File: src/rtl/lifo_fifo_buf.sv
// lifo_fifo_buf
//   Single-clock buffer that behaves as a stack (LIFO) or a queue (FIFO),
//   backed by one DEPTH x DWIDTH RAM with one write port and a registered
//   read port. The mode can only change while the buffer is empty, so a
//   mode change never loses stored data.
//
// Ports
//   clk_i          rising-edge clock
//   srst_i         synchronous active-high reset
//   mode_i         requested mode (0 = LIFO, 1 = FIFO)
//   wrreq_i/data_i write request and write data
//   rdreq_i        read request; q_o updates on the edge that accepts it
//   clr_err_i      clears the sticky overflow/underflow flags
//   q_o            registered read data
//   mode_o         active mode
//   empty_o/full_o/almost_empty_o/almost_full_o  registered occupancy flags
//   usedw_o        occupancy, 0..DEPTH
//   overflow_o/underflow_o  sticky error flags
module lifo_fifo_buf #(
    parameter int DWIDTH   = 8,
    parameter int AWIDTH   = 4,
    parameter int AF_LEVEL = 2**AWIDTH - 2,
    parameter int AE_LEVEL = 2
) (
    input  logic              clk_i,
    input  logic              srst_i,
    input  logic              mode_i,
    input  logic              wrreq_i,
    input  logic [DWIDTH-1:0] data_i,
    input  logic              rdreq_i,
    input  logic              clr_err_i,
    output logic [DWIDTH-1:0] q_o,
    output logic              mode_o,
    output logic              empty_o,
    output logic              full_o,
    output logic              almost_empty_o,
    output logic              almost_full_o,
    output logic [AWIDTH:0]   usedw_o,
    output logic              overflow_o,
    output logic              underflow_o
);

    localparam int DEPTH = 2**AWIDTH;
    localparam logic [AWIDTH:0]   DEPTH_C = (AWIDTH+1)'(DEPTH);
    localparam logic [AWIDTH:0]   AF_C    = (AWIDTH+1)'(AF_LEVEL);
    localparam logic [AWIDTH:0]   AE_C    = (AWIDTH+1)'(AE_LEVEL);
    localparam logic [AWIDTH:0]   CNT_ONE = (AWIDTH+1)'(1);
    localparam logic [AWIDTH-1:0] PTR_ONE = AWIDTH'(1);
    localparam logic              MODE_FIFO = 1'b1;

    // Storage RAM (no reset: contents are meaningless while empty)
    logic [DWIDTH-1:0] mem [DEPTH];

    logic [DWIDTH-1:0] q_q, q_d;
    logic              mode_q, mode_d;
    logic [AWIDTH:0]   count_q, count_d;
    logic [AWIDTH-1:0] wr_ptr_q, wr_ptr_d;
    logic [AWIDTH-1:0] rd_ptr_q, rd_ptr_d;
    logic              empty_q, empty_d;
    logic              full_q, full_d;
    logic              aempty_q, aempty_d;
    logic              afull_q, afull_d;
    logic              ovf_q, ovf_d;
    logic              udf_q, udf_d;

    logic              rd_acc, wr_acc, mode_load;
    logic [AWIDTH:0]   cnt_m1;
    logic [AWIDTH-1:0] top_addr, raddr, waddr;

    always_comb begin
        rd_acc    = rdreq_i && !empty_q;
        // A read in the same cycle frees a slot, so a full buffer still
        // accepts the write.
        wr_acc    = wrreq_i && (!full_q || rd_acc);
        mode_load = empty_q && !wrreq_i;

        cnt_m1   = count_q - CNT_ONE;
        top_addr = cnt_m1[AWIDTH-1:0];

        // LIFO: the stack pointer is the occupancy itself. On a combined
        // read+write the new word overwrites the top slot; the RAM read is
        // read-before-write so q gets the old top.
        if (mode_q == MODE_FIFO) begin
            raddr = rd_ptr_q;
            waddr = wr_ptr_q;
        end else begin
            raddr = top_addr;
            waddr = rd_acc ? top_addr : count_q[AWIDTH-1:0];
        end

        q_d = rd_acc ? mem[raddr] : q_q;

        count_d = count_q;
        case ({wr_acc, rd_acc})
            2'b10:   count_d = count_q + CNT_ONE;
            2'b01:   count_d = count_q - CNT_ONE;
            default: count_d = count_q;
        endcase

        wr_ptr_d = wr_ptr_q;
        rd_ptr_d = rd_ptr_q;
        if (mode_q == MODE_FIFO) begin
            if (wr_acc) wr_ptr_d = wr_ptr_q + PTR_ONE;
            if (rd_acc) rd_ptr_d = rd_ptr_q + PTR_ONE;
        end

        // Mode loads only when empty with no write, so no access is accepted
        // in that cycle and restarting the pointers is safe.
        mode_d = mode_q;
        if (mode_load) begin
            mode_d   = mode_i;
            wr_ptr_d = '0;
            rd_ptr_d = '0;
        end

        empty_d  = (count_d == '0);
        full_d   = (count_d == DEPTH_C);
        aempty_d = (count_d <= AE_C);
        afull_d  = (count_d >= AF_C);

        // Clear first so a coinciding new error wins.
        ovf_d = clr_err_i ? 1'b0 : ovf_q;
        udf_d = clr_err_i ? 1'b0 : udf_q;
        if (wrreq_i && full_q && !rd_acc) ovf_d = 1'b1;
        if (rdreq_i && empty_q)           udf_d = 1'b1;
    end

    always_ff @(posedge clk_i) begin
        if (srst_i) begin
            q_q      <= '0;
            mode_q   <= mode_i;
            count_q  <= '0;
            wr_ptr_q <= '0;
            rd_ptr_q <= '0;
            empty_q  <= 1'b1;
            full_q   <= 1'b0;
            aempty_q <= 1'b1;
            afull_q  <= 1'b0;
            ovf_q    <= 1'b0;
            udf_q    <= 1'b0;
        end else begin
            q_q      <= q_d;
            mode_q   <= mode_d;
            count_q  <= count_d;
            wr_ptr_q <= wr_ptr_d;
            rd_ptr_q <= rd_ptr_d;
            empty_q  <= empty_d;
            full_q   <= full_d;
            aempty_q <= aempty_d;
            afull_q  <= afull_d;
            ovf_q    <= ovf_d;
            udf_q    <= udf_d;
        end
    end

    always_ff @(posedge clk_i) begin
        if (wr_acc && !srst_i) mem[waddr] <= data_i;
    end

    assign q_o            = q_q;
    assign mode_o         = mode_q;
    assign empty_o        = empty_q;
    assign full_o         = full_q;
    assign almost_empty_o = aempty_q;
    assign almost_full_o  = afull_q;
    assign usedw_o        = count_q;
    assign overflow_o     = ovf_q;
    assign underflow_o    = udf_q;

endmodule
File: config.mk
export PLATFORM = sky130hd
export DESIGN_NAME = lifo_fifo_buf
export DESIGN_NICKNAME = d
export VERILOG_FILES = /design/src/rtl/lifo_fifo_buf.sv
export SDC_FILE = /design/constraint.sdc
export NUM_CORES = 1
export LEC_CHECK = 0
export ABC_AREA = 0
export CORE_MARGIN = 3
export CORE_UTILIZATION = 50
export DETAILED_ROUTE_END_ITERATION = 7
export PLACE_DENSITY = 0.7
export SETUP_SLACK_MARGIN = 0.4
export SLEW_MARGIN = 30
export SYNTH_ARGS = -nofsm -noshare
export SYNTH_HDL_FRONTEND = slang
export SYNTH_SLANG_ARGS = --single-unit
File: constraint.sdc
create_clock -name clk_i -period 7.01 [get_ports clk_i]
set_input_delay 1.402 -clock clk_i [delete_from_list [all_inputs] [get_ports clk_i]]
set_output_delay 1.402 -clock clk_i [all_outputs]
set_load 0.03 [all_outputs]
After elaboration in Yosys (flattened, before gate mapping):

Memories as Yosys holds them, arrays and structs flattened. A register that Yosys moved wholly into a read port is not among the register bits.
Index checks and enable logic that the tools add are counted.

* add/sub/neg operators: 4
* $lt $le $gt $ge: 2
* eq/ne operators: 3
* multiplexer cells: 11
* reduce and logical (&&, ||, !) cells: 20

Operator list (count)
* 2-to-1 mux 4 bit: 3
* one-hot mux 5 bit (2 select lines): 1
* adder 4 x 1 -> 4 bit, second input constant: 2
* logical AND 1 bit: 7
* 2-to-1 mux 1 bit: 7
* nonzero test 2 bit: 3
* adder 5 x 1 -> 5 bit, second input constant: 1
* equality test 5 bit, second input constant: 1
* greater-or-equal comparator 5 x 4 -> 1 bit, second input constant: 1
* <= comparator 5 x 2 -> 1 bit, second input constant: 1
* zero test 1 bit: 5
* zero test 5 bit: 1
* subtractor 5 x 1 -> 5 bit, second input constant: 1
* AND reduction 2 bit: 2
* equality test 2 x 1 -> 1 bit, second input constant: 1
* equality test 2 bit, second input constant: 1
* OR reduction 2 bit: 1
* logical OR 1 bit: 1

* register bits after elaboration: 20
* memory bits (writable): 128
* logic and storage cells: 51
* memories: 1

Memory list
* mem: words 16, bits a word 8, rd ports 1, clocked after memory_dff 1, write ports 1, RTL line 52 `logic [DWIDTH-1:0] mem [DEPTH];`

Logic depth before layout (Yosys ltp):

Gate-level depths: netlist of run 1.

* depth after elaboration: 7
* depth in mapped cells: 13
* gate-level depth less buffers: 12

Worst setup path after synthesis of run 1:

No wires, ideal clock.

* kind: input-to-reg
* from: in rdreq_i
* to: reg empty_q (netlist: empty_o)
* data arrival time: 3.377 ns
* setup slack: 3.518 ns
* stages: 10
* path buffers: 3
* cells stage by stage: nor2b_1 buf_2 buf_1 ha_1 clkbuf_1 nor2_1 mux2i_1 o211ai_1 nor3_1 o21a_1

* longest elaborated chain between the ends: 6

Ends and longest elaborated chain
* start: declaration: RTL line 30 `input logic rdreq_i,`
* logical AND 1 bit (*): RTL line 71 `rd_acc = rdreq_i && !empty_q;`
* logical OR 1 bit: RTL line 74 `wr_acc = wrreq_i && (!full_q || rd_acc);`
* logical AND 1 bit: RTL line 74
* equality test 2 x 1 -> 1 bit or equality test 2 bit (tied branches): RTL line 94 `case ({wr_acc, rd_acc})`
* one-hot mux 5 bit (2 select lines) (*): RTL line 94
* zero test 5 bit (*): RTL line 116 `empty_d = (count_d == '0);`
* end signal: assignment: RTL line 147 `empty_q <= empty_d;`
* end: declaration: RTL line 59 `logic empty_q, empty_d;`

Mark *: on every way between the ends. The rest lies on a longest branch, timed or not.
A chain may end at the register's enable or synchronous reset.

Worst setup path in the final report of run 1:

* from: in rdreq_i
* to: reg aempty_q (netlist: almost_empty_o)

* longest elaborated chain between the ends: 6

Ends and longest elaborated chain
* logical AND 1 bit (*): RTL line 71
* logical OR 1 bit: RTL line 74
* logical AND 1 bit: RTL line 74
* equality test 2 x 1 -> 1 bit or equality test 2 bit (tied branches): RTL line 94
* one-hot mux 5 bit (2 select lines) (*): RTL line 94
* <= comparator 5 x 2 -> 1 bit (*): RTL line 118 `aempty_d = (count_d <= AE_C);`
* end signal: assignment: RTL line 149 `aempty_q <= aempty_d;`
* end: declaration: RTL line 61 `logic aempty_q, aempty_d;`

Marks and branches as above.

==> impl_metrics.env, run 1 <==
export IMPL_area_delta_synth_final_pct=13.4
export IMPL_cts_buffer_depth=2
export IMPL_synth_adder_area_share=0.0107
export IMPL_initial_utilization=0.521
export IMPL_antenna_cells_inserted=0
export IMPL_cts_hold_fix_buffers=0
export IMPL_max_stage_delay_ps=520
export IMPL_tightest_slew_ps=924
export IMPL_postSynthRegisterBits=156
export IMPL_place_gp_congestion=0.937
export IMPL_placed_cell_area_sq_um=7410
export IMPL_dieHeight_microns=124
export IMPL_vias=5191
export IMPL_cp_data_arrival_time_ps=4280
export IMPL_worstReg2RegStart="usedw_o[0]"
export IMPL_finish_instance_area_sq_um=7950
export IMPL_worst_skew_pair_late_latency_ps=430
export IMPL_grt_antenna_before_repair=0
export IMPL_muxShareOfSynthArea=0.0105
export IMPL_summed_negative_setup_slack_over_all_endpoints_ps=0
export IMPL_antenna_left=0
export IMPL_cts_repair_resized=0
export IMPL_slew_limit_fails=0
export IMPL_worstPathBufferInverterCount=3
export IMPL_post_synthesis_cell_area_sq_um=7010
export IMPL_cts_post_setup_buffers_inserted=0
export IMPL_fin_nets=646
export IMPL_yosys_area_share_xor_xnor=0.0113
export IMPL_multi_input_area_sq_um=2340
export IMPL_fp_coreArea_sq_um=13500
export IMPL_asyncSetResetFlopFracSynth=0
export IMPL_vias_per_cell=6.38
export IMPL_hp_class="reg2reg"
export IMPL_cts_root_buffer="sky130_fd_sc_hd__clkbuf_16"
export IMPL_final_setup_skew_ps=10.1
export IMPL_drt_iter0_drc=557
export IMPL_cp_start_kind="input pin"
export IMPL_route_detailed_drc=0
export IMPL_critical_path_required_ps=7370
export IMPL_min_period_over_period=0.560
export IMPL_number_of_enable_flip_flop_cells_after_synthesis=129
export IMPL_cts_htree_levels=4
export IMPL_grt_first_pass_wirelength_microns=27900
export IMPL_timing_fmax_ghz=0.255
export IMPL_synthesis_instances=605
export IMPL_critical_path_class="in2reg"
export IMPL_synth_lib_cells_used_distinct=56
export IMPL_filler_cell_count=1125
export IMPL_cts_buffers=17
export IMPL_seq_area_frac_synth=0.630
export IMPL_hold_path_startpoint="rd_ptr_q[3]"
export IMPL_power_per_cell_area_nw_per_um2=286
export IMPL_leakage_nw=2.58
export IMPL_totalPowerFinal_w=0.00227
export IMPL_fp_dieW_microns=124
export IMPL_clk_slew_on_worst_s_h_paths_ps=60
export IMPL_grt_max_degree=36
export IMPL_maxCapViolations=0
export IMPL_synth_compound_area_share=0.163
export IMPL_port_buffers=33
export IMPL_synth_top_family_by_area="compound AO/OA/AOI/OAI gates"
export IMPL_wl_per_cell_microns=22.4
export IMPL_numClockSinks=156
export IMPL_final_hold_violation_count=0
export IMPL_synth_top_area_share=0.553
export IMPL_groute_usage_overall=0.236
export IMPL_fraction_of_final_layout_cells_with_drive_strength_greater_than_1=0.0737
export IMPL_worst_path_max_delay_cell="sky130_fd_sc_hd__ha_1"
export IMPL_post_synth_top_area_cell="sky130_fd_sc_hd__edfxtp_1"
export IMPL_vdd_ir_drop_worst_v=0.000233
export IMPL_end_kind="register"
export IMPL_wirelength_microns=18200
export IMPL_setup_repair_after_global_routing_missed_its_margin="false"
export IMPL_status="finished clean"
export IMPL_post_synth_cell_area_avg_sq_um=11.6
export IMPL_path_delay_family="buffers and inverters"
export IMPL_slew_limit_headroom=0.383
export IMPL_floorplan_die_area_sq_um=15500
export IMPL_layout_min_cycle_time_ps=3920
export IMPL_first_global_vias=4971
export IMPL_critical_path_most_common_cell="sky130_fd_sc_hd__nand2_1"
export IMPL_io_pins=34
export IMPL_critical_path_cell_chain="clkdlybuf4s50_1 > nor2b_2 > buf_4 > inv_1 > nand2_1 > nand2_1 > ha_1 > nor2_1 > mux2_2 > a222oi_1 > or2_2 > o311a_1"
export IMPL_tritoncts="done"
export IMPL_synth_area_leaders="sky130_fd_sc_hd__edfxtp_1, sky130_fd_sc_hd__dfxtp_1, sky130_fd_sc_hd__nor2_1, sky130_fd_sc_hd__o22ai_1, sky130_fd_sc_hd__a21oi_1"
export IMPL_ys_flop_type="sky130_fd_sc_hd__edfxtp_1"
export IMPL_initial_drt_pass_iterations=5
export IMPL_finalSetupViolCount=0
export IMPL_critPathMaxFanout=22
export IMPL_synth_nets=625
export IMPL_detailed_place_hpwl_microns=11900
export IMPL_area_share_of_and_or_nand_nor_cells_after_synthesis=0.138
export IMPL_launch_point_of_the_worst_path="rdreq_i"
export IMPL_ys_warn_count=0
export IMPL_area_sequential_sq_um=4410
export IMPL_globalRoute_totalOverflow=0
export IMPL_placement_rows=42
-- tightest hold or removal path: stages, from the launching register on --
cell,delay [ps]
sky130_fd_sc_hd__dfxtp_1,320
sky130_fd_sc_hd__o21ai_0,70
sky130_fd_sc_hd__a21oi_1,60
-- routing by layer --
metal  GRT usage  part of all wire  vias to the layer above
met3      0.0570             0.091                       50
met4       0.106             0.036                        0
met5           0                 0                        -
met2       0.374              0.48                      282
li1            -                 -                     2335
met1       0.310              0.40                     2524
-- sequential cells by signal (all words and copies together), names as in the netlist --
| signal | cells |
|---|---|
| mem | 128 |
| q_o | 8 |
| usedw_o | 5 |
| rd_ptr_q | 4 |
| wr_ptr_q | 4 |
| almost_empty_o | 1 |
| almost_full_o | 1 |
| empty_o | 1 |
| full_o | 1 |
| mode_o | 1 |
| overflow_o | 1 |
| underflow_o | 1 |
-- cells in the mapped netlist, types with 3 or more instances --
cell type,number
sky130_fd_sc_hd__edfxtp_1,129
sky130_fd_sc_hd__nor2_1,74
sky130_fd_sc_hd__a21oi_1,40
sky130_fd_sc_hd__nand2_1,38
sky130_fd_sc_hd__o22ai_1,33
sky130_fd_sc_hd__o21ai_0,30
sky130_fd_sc_hd__dfxtp_1,27
sky130_fd_sc_hd__clkbuf_1,17
sky130_fd_sc_hd__nor4_1,17
sky130_fd_sc_hd__and3_1,16
sky130_fd_sc_hd__nor2b_1,15
sky130_fd_sc_hd__buf_2,13
sky130_fd_sc_hd__nand3_1,13
sky130_fd_sc_hd__o211ai_1,12
sky130_fd_sc_hd__a211oi_1,11
sky130_fd_sc_hd__nor3_1,11
sky130_fd_sc_hd__inv_1,10
sky130_fd_sc_hd__nand2b_1,8
sky130_fd_sc_hd__o31a_1,8
sky130_fd_sc_hd__ha_1,6
sky130_fd_sc_hd__o21a_1,5
sky130_fd_sc_hd__xor2_1,5
sky130_fd_sc_hd__a211oi_2,4
sky130_fd_sc_hd__a31oi_1,4
sky130_fd_sc_hd__buf_4,4
sky130_fd_sc_hd__buf_6,4
sky130_fd_sc_hd__mux2i_1,4
sky130_fd_sc_hd__xnor2_1,4
sky130_fd_sc_hd__a22oi_1,3
sky130_fd_sc_hd__mux2_2,3
sky130_fd_sc_hd__o221ai_1,3
-- cell usage in the layout, fill, tap and decap left out, drive strengths merged, types with 4 or more instances in the layout --
master,n
a211oi,15
a21oi,40
a31oi,4
and3,16
buf,8
clkbuf,21
clkdlybuf4s50,33
clkinv,5
dfxtp,27
edfxtp,129
ha,6
inv,13
mux2i,4
nand2,39
nand2b,8
nand3,13
nor2,74
nor2b,15
nor3,11
nor4,17
o211ai,12
o21a,5
o21ai,33
o22ai,34
o31a,8
xnor2,4
xor2,5
-- kinds of logic (layout without fill, tap and decap cells) --
logic type	count (synthesis)	in the layout
buf+inv	50	83
xor+xnor	9	9
flops	156	156
simple gates	203	203
fa+ha+maj	6	6
mux	7	7
compound gates	174	174
-- final cells by class --
type,count,area share
clock buffer,21,0.0554
clock inverter,10,0.0118
inverter,11,0.00520
multi-input combinational,399,0.295
sequential,156,0.556
tap,176,0.0277
timing repair buffer,41,0.0491
-- through the flow --
step                       util  hold slack (ps)  setup slack, ps  cells
after CTS                 0.591              499             3160    814
after detailed placement  0.551              490             2750    783
after global routing      0.591              533             2830    814
after floorplan               -              453             3520    605
after global placement    0.551              468             2830    783
final                     0.591              502             3090    814
-- report_power, final --
group / internal (W) / switching (W) / leakage, nW
combinational: 0.000130 / 0.000256 / 0.944
sequential: 0.00103 / 0.0000187 / 1.38
clock: 0.000486 / 0.000354 / 0.255
total: 0.00164 / 0.000629 / 2.58
-- final timing paths --
check / end / slack (ps) / depth (start not counted)
setup / recovery: almost_empty_o / 3090 / 12
hold / removal: rd_ptr_q[3] / 500 / 2
setup reg to reg: q_o[5] / 3120 / 9
hold reg to reg: rd_ptr_q[3] / 500 / 2
Power figures use the tool's default switching activity.
==> run 2, diff against run 1 <==
Settings changed: PLACE_DENSITY 0.7 to 0.73.
Clock period 7.01 ns to 3.55 ns, I/O delays scaled along.
==> impl_metrics.env, run 2 (synthesis gave the netlist of run 1 again) <==
export IMPL_summed_negative_setup_slack_over_all_endpoints_ps=0
export IMPL_regMostFlops="mem"
export IMPL_critPathMaxFanout=14
export IMPL_power_per_cell_area_nw_per_um2=582
export IMPL_worstReg2RegStart="usedw_o[1]"
export IMPL_critical_path_required_ps=3850
export IMPL_vias=5336
export IMPL_worst_path_max_delay_cell="sky130_fd_sc_hd__dfxtp_1"
export IMPL_cts_root_buffer="sky130_fd_sc_hd__clkbuf_16"
export IMPL_cts_hold_fix_buffers=0
export IMPL_groute_usage_overall=0.246
export IMPL_most_frequent_standard_cell_in_the_layout_excluding_fill_and_tap_cells="sky130_fd_sc_hd__edfxtp_1"
export IMPL_wl_per_cell_microns=22.2
export IMPL_layoutNonFillerInstCount=845
export IMPL_tightest_slew_ps=727
export IMPL_timing_fmax_ghz=0.344
export IMPL_wirelength_microns=18800
export IMPL_vias_per_cell=6.31
export IMPL_totalPowerFinal_w=0.00482
export IMPL_cp_data_arrival_time_ps=3210
export IMPL_worst_skew_pair_late_latency_ps=420
export IMPL_critical_path_cell_chain="inv_1 > ha_2 > nor2b_1 > nor2_1 > a2111oi_0 > o22ai_1 > a21oi_1 > o22ai_1"
export IMPL_place_gp_congestion=0.936
export IMPL_cts_repair_resized=0
export IMPL_dp_slack_ps=393
export IMPL_gr_usage_met2=0.404
export IMPL_cts_buffers=17
export IMPL_smallest_setup_slack_after_layout_ps=642
export IMPL_layout_min_cycle_time_ps=2910
export IMPL_global_route_layer_with_the_greatest_usage="met2"
export IMPL_io_pins=34
export IMPL_critical_path_class="reg2reg"
export IMPL_met1_usage=0.315
export IMPL_path_delay_family="compound AO/OA/AOI/OAI gates"
export IMPL_fp_dieW_microns=124
export IMPL_route_detailed_drc=0
export IMPL_fraction_of_final_layout_cells_with_drive_strength_greater_than_1=0.121
export IMPL_grt_first_pass_wirelength_microns=29400
export IMPL_grt_use_met3=0.0600
export IMPL_cts_htree_levels=4
export IMPL_hold_path_startpoint="rd_ptr_q[3]"
export IMPL_antenna_cells_inserted=0
export IMPL_fp_coreArea_sq_um=13500
export IMPL_cts_post_setup_buffers_inserted=0
export IMPL_tritoncts="done"
export IMPL_worstSetupPathDepth=8
export IMPL_globalRoute_totalOverflow=0
export IMPL_area_delta_synth_final_pct=18.2
export IMPL_drt_iter0_drc=628
export IMPL_worstPathBufferInverterCount=1
export IMPL_maxCapViolations=0
export IMPL_largest_register_ff_count=128
export IMPL_initial_utilization=0.521
export IMPL_end_kind="register"
export IMPL_floorplan_die_area_sq_um=15500
export IMPL_final_cell_mix="sky130_fd_sc_hd__edfxtp_1, sky130_fd_sc_hd__nor2_1, sky130_fd_sc_hd__a21oi_1"
export IMPL_slew_limit_headroom=0.512
export IMPL_numClockSinks=156
export IMPL_detailed_place_hpwl_microns=12500
export IMPL_place_inst=813
export IMPL_vdd_ir_drop_worst_v=0.000333
export IMPL_placement_rows=42
export IMPL_cts_buffer_depth=2
export IMPL_leakage_nw=2.78
export IMPL_hp_class="reg2reg"
export IMPL_grt_max_degree=29
export IMPL_port_buffers=33
export IMPL_dieHeight_microns=124
export IMPL_whs_path_depth=2
export IMPL_antenna_left=0
export IMPL_max_stage_delay_ps=550
export IMPL_final_hold_violation_count=0
export IMPL_clk_slew_on_worst_s_h_paths_ps=60
export IMPL_reg2reg_depth=8
export IMPL_final_setup_skew_ps=11.4
export IMPL_grt_antenna_before_repair=0
export IMPL_slew_limit_fails=0
export IMPL_fin_nets=676
export IMPL_critical_path_most_common_cell="sky130_fd_sc_hd__o22ai_1"
export IMPL_status="finished clean"
export IMPL_setup_repair_after_global_routing_missed_its_margin="false"
export IMPL_min_period_over_period=0.819
export IMPL_worstReg2RegEnd="q_o[4]"
export IMPL_r2r_setup_slack_ps=640
export IMPL_cp_start_kind="register"
export IMPL_initial_drt_pass_iterations=5
export IMPL_finalSetupViolCount=0
export IMPL_timing_hold_worst_endpoint="rd_ptr_q[3]"
export IMPL_first_global_vias=5217
## run 2: cell count changes in the layout (fill, tap and decap cells not counted)
cell and change:
sky130_fd_sc_hd__clkinv_4 -1, sky130_fd_sc_hd__clkinv_2 -2, sky130_fd_sc_hd__ha_1 -1, sky130_fd_sc_hd__inv_6 +1, sky130_fd_sc_hd__clkbuf_1 -2, sky130_fd_sc_hd__bufinv_16 +4, sky130_fd_sc_hd__buf_4 +30, sky130_fd_sc_hd__clkinvlp_4 +1
sky130_fd_sc_hd__ha_2 +1
## run 2: worst max path at each step
stage	startpoint	endpoint	slack, ps
after floorplan	usedw_o[0]	mem[0][0]	740
after global placement	rdreq_i	almost_empty_o	470
after detailed placement	rdreq_i	almost_empty_o	390
after CTS	usedw_o[1]	q_o[4]	540
after global routing	usedw_o[1]	q_o[4]	520
final	usedw_o[1]	q_o[4]	640
## run 2: cell type report
type	count	area (sq um)
Clock buffer	19	433
Clock inverter	13	211
Fill cell	1081	5170
Inverter	11	41.3
Multi-Input combinational cell	399	2350
Sequential cell	156	4410
Tap cell	176	220
Timing Repair Buffer	71	616
## run 2: worst reg2reg max path: stages (launching register included)
cell and delay (ps):
sky130_fd_sc_hd__dfxtp_1 550, sky130_fd_sc_hd__inv_1 90, sky130_fd_sc_hd__ha_2 540, sky130_fd_sc_hd__nor2b_1 380, sky130_fd_sc_hd__nor2_1 200, sky130_fd_sc_hd__a2111oi_0 510
sky130_fd_sc_hd__o22ai_1 200, sky130_fd_sc_hd__a21oi_1 210, sky130_fd_sc_hd__o22ai_1 120
## run 2: routing by layer
layer,vias up,share of wire
met5,-,0
met4,0,0.027
met3,40,0.11
met2,326,0.49
met1,2567,0.38
li1,2403,-
## run 2: through the flow
step | util | area (sq um) | hold slack, ps
after floorplan | - | 7010 | 453
after global placement | 0.568 | 7640 | 477
after detailed placement | 0.568 | 7640 | 489
after CTS | 0.616 | 8280 | 498
after global routing | 0.616 | 8280 | 569
final | 0.616 | 8280 | 502
## run 2: power by group
group	internal [W]	switching [W]
clock network	0.00125	0.000709
registers	0.00203	0.0000423
logic	0.000283	0.000509
==> run 3, diff against run 2 <==
Clock period 3.55 ns to 2.4 ns, I/O delays scaled along.
==> impl_metrics.env, run 3 (synthesis gave the netlist of run 1 again) <==
export IMPL_cp_start_kind="register"
export IMPL_netSwitchingFraction=0.294
export IMPL_finalSetupViolCount=0
export IMPL_antenna_cells_inserted=0
export IMPL_leakage_nw=3.32
export IMPL_worstPathBufferInverterCount=3
export IMPL_area_delta_synth_final_pct=37.1
export IMPL_finish_instance_area_sq_um=9600
export IMPL_vias_per_cell=6.47
export IMPL_final_setup_skew_ps=10.5
export IMPL_drt_iter0_drc=764
export IMPL_slew_limit_fails=0
export IMPL_wirelength_microns=21600
export IMPL_fp_coreArea_sq_um=13500
export IMPL_globalRoute_totalOverflow=0
export IMPL_worst_path_max_delay_cell="sky130_fd_sc_hd__dfxtp_4"
export IMPL_critical_path_class="reg2reg"
export IMPL_slew_limit_headroom=0.513
export IMPL_floorplan_die_area_sq_um=15500
export IMPL_layoutNonFillerInstCount=902
export IMPL_critical_path_cell_chain="inv_4 > ha_4 > or2_4 > buf_6 > and3_4 > o22ai_2 > a211oi_2 > buf_4 > nor2_4 > a211oi_2"
export IMPL_status="finished clean"
export IMPL_timing_fmax_ghz=0.457
export IMPL_logic_gate_share_of_total_power=0.243
export IMPL_min_period_over_period=0.912
export IMPL_most_frequent_standard_cell_in_the_layout_excluding_fill_and_tap_cells="sky130_fd_sc_hd__edfxtp_1"
export IMPL_vdd_ir_drop_worst_v=0.000697
export IMPL_layout_min_cycle_time_ps=2190
export IMPL_totalPowerFinal_w=0.00737
export IMPL_fp_dieW_microns=124
export IMPL_port_buffers=33
export IMPL_end_kind="register"
export IMPL_clkPwrFrac=0.342
export IMPL_wl_per_cell_microns=23.9
export IMPL_io_pins=34
export IMPL_critical_path_most_common_cell="sky130_fd_sc_hd__a211oi_2"
export IMPL_worst_skew_pair_late_latency_ps=440
export IMPL_power_internal_w=0.00520
export IMPL_placed_cell_area_sq_um=8030
export IMPL_max_stage_delay_ps=370
export IMPL_antenna_left=0
export IMPL_grt_antenna_before_repair=0
export IMPL_final_cell_mix="sky130_fd_sc_hd__edfxtp_1, sky130_fd_sc_hd__buf_4, sky130_fd_sc_hd__nor2_1"
export IMPL_largest_register_ff_count=128
export IMPL_route_detailed_drc=0
export IMPL_maxCapViolations=0
export IMPL_fin_nets=733
export IMPL_setup_repair_after_global_routing_missed_its_margin="true"
export IMPL_place_gp_congestion=0.877
export IMPL_regMostFlops="mem"
export IMPL_cts_buffer_depth=2
export IMPL_critPathMaxFanout=8
export IMPL_clk_slew_on_worst_s_h_paths_ps=60
export IMPL_cp_data_arrival_time_ps=2540
export IMPL_place_inst=824
export IMPL_switching_power_w=0.00217
export IMPL_grt_max_degree=33
export IMPL_first_global_vias=5575
export IMPL_fraction_of_final_layout_cells_with_drive_strength_greater_than_1=0.326
export IMPL_final_hold_violation_count=0
export IMPL_path_delay_family="compound AO/OA/AOI/OAI gates"
export IMPL_tritoncts="done"
export IMPL_power_per_cell_area_nw_per_um2=767
export IMPL_grt_first_pass_wirelength_microns=31200
export IMPL_placement_rows=42
export IMPL_initial_drt_pass_iterations=5
export IMPL_dieHeight_microns=124
export IMPL_cts_hold_fix_buffers=0
export IMPL_groute_usage_overall=0.262
export IMPL_initial_utilization=0.521
export IMPL_numClockSinks=156
export IMPL_cts_buffers=17
export IMPL_detailed_place_hpwl_microns=12500
export IMPL_tightest_slew_ps=728
export IMPL_vias=5834
export IMPL_pwr_share_seq=0.415
export IMPL_cts_htree_levels=4
export IMPL_critical_path_required_ps=2750
export IMPL_hp_class="in2reg"
export IMPL_cts_root_buffer="sky130_fd_sc_hd__clkbuf_16"
## run 3: changes by cell type in the layout (fill, tap and decap cells not counted), sizes merged
cell           before  now
buf                38   92
clkdlybuf4s50      33   22
dlygate4sd2         0    8
clkinv              2    9
bufinv              5    1
clkinvlp            3    1
dlymetal6s2s        0    2
bufbuf              0    1
clkdlybuf4s15       0    1
o22ai              34   35
## run 3: path summary, 6_finish.rpt
| kind | depth (start not counted) | endpoint | slack [ps] | from |
|---|---|---|---|---|
| min | 3 | underflow_o | 480 | rdreq_i |
| max | 10 | q_o[3] | 210 | usedw_o[0] |
| max reg2reg | 10 | q_o[3] | 210 | usedw_o[0] |
| min reg2reg | 2 | rd_ptr_q[3] | 490 | rd_ptr_q[3] |
## run 3: tightest hold or removal path: cells and delay by family
family	cells	cell delay (ps)
compound gates	1	90
simple gates	1	90
buf+inv	1	220
## run 3: repair_timing
item | CTS | global route
resized for setup | 66 | 66
cloned | 4 | 1
pin swaps | 42 | 35
setup buffers | 30 | 11
setup endpoints to repair | 151 | 145
## run 3: per-layer routing
metal / vias up / global-route usage / routed length [microns]
met5: - / 0 / 0
met4: 0 / 0.124 / 1040
met3: 95 / 0.0592 / 2120
met2: 397 / 0.424 / 10500
met1: 2821 / 0.337 / 7920
li1: 2521 / - / -
## run 3: stage by stage
stage | utilization | hold slack [ps] | setup WS [ps] | setup TNS, ps
6_report | 0.714 | 478 | 211 | 0
5_1_grt | 0.714 | 484 | 146 | 0
4_1_cts | 0.683 | 477 | 273 | 0
3_5_place_dp | 0.597 | 476 | -313 | -28740
3_3_place_gp | 0.597 | 467 | -246 | -25690
2_1_floorplan | - | 453 | 51.9 | 0
## run 3: power groups by stage
stage | registers, W | logic [W] | clock network [W]
after floorplan | 0.00316 | 0.000793 | 0
after global placement | 0.00310 | 0.00131 | 0
after detailed placement | 0.00311 | 0.00133 | 0
after CTS | 0.00305 | 0.00155 | 0.00252
after global routing | 0.00306 | 0.00187 | 0.00266
final | 0.00306 | 0.00179 | 0.00252
## run 3: area by class of cell
type	instances	area [sq um]
clock buffers	18	429
clock inverters	14	119
fillers	848	3850
inverters	11	48.8
multi-input cells	400	3000
flip-flops and latches	156	4430
well taps	176	220
repair buffers	127	1360
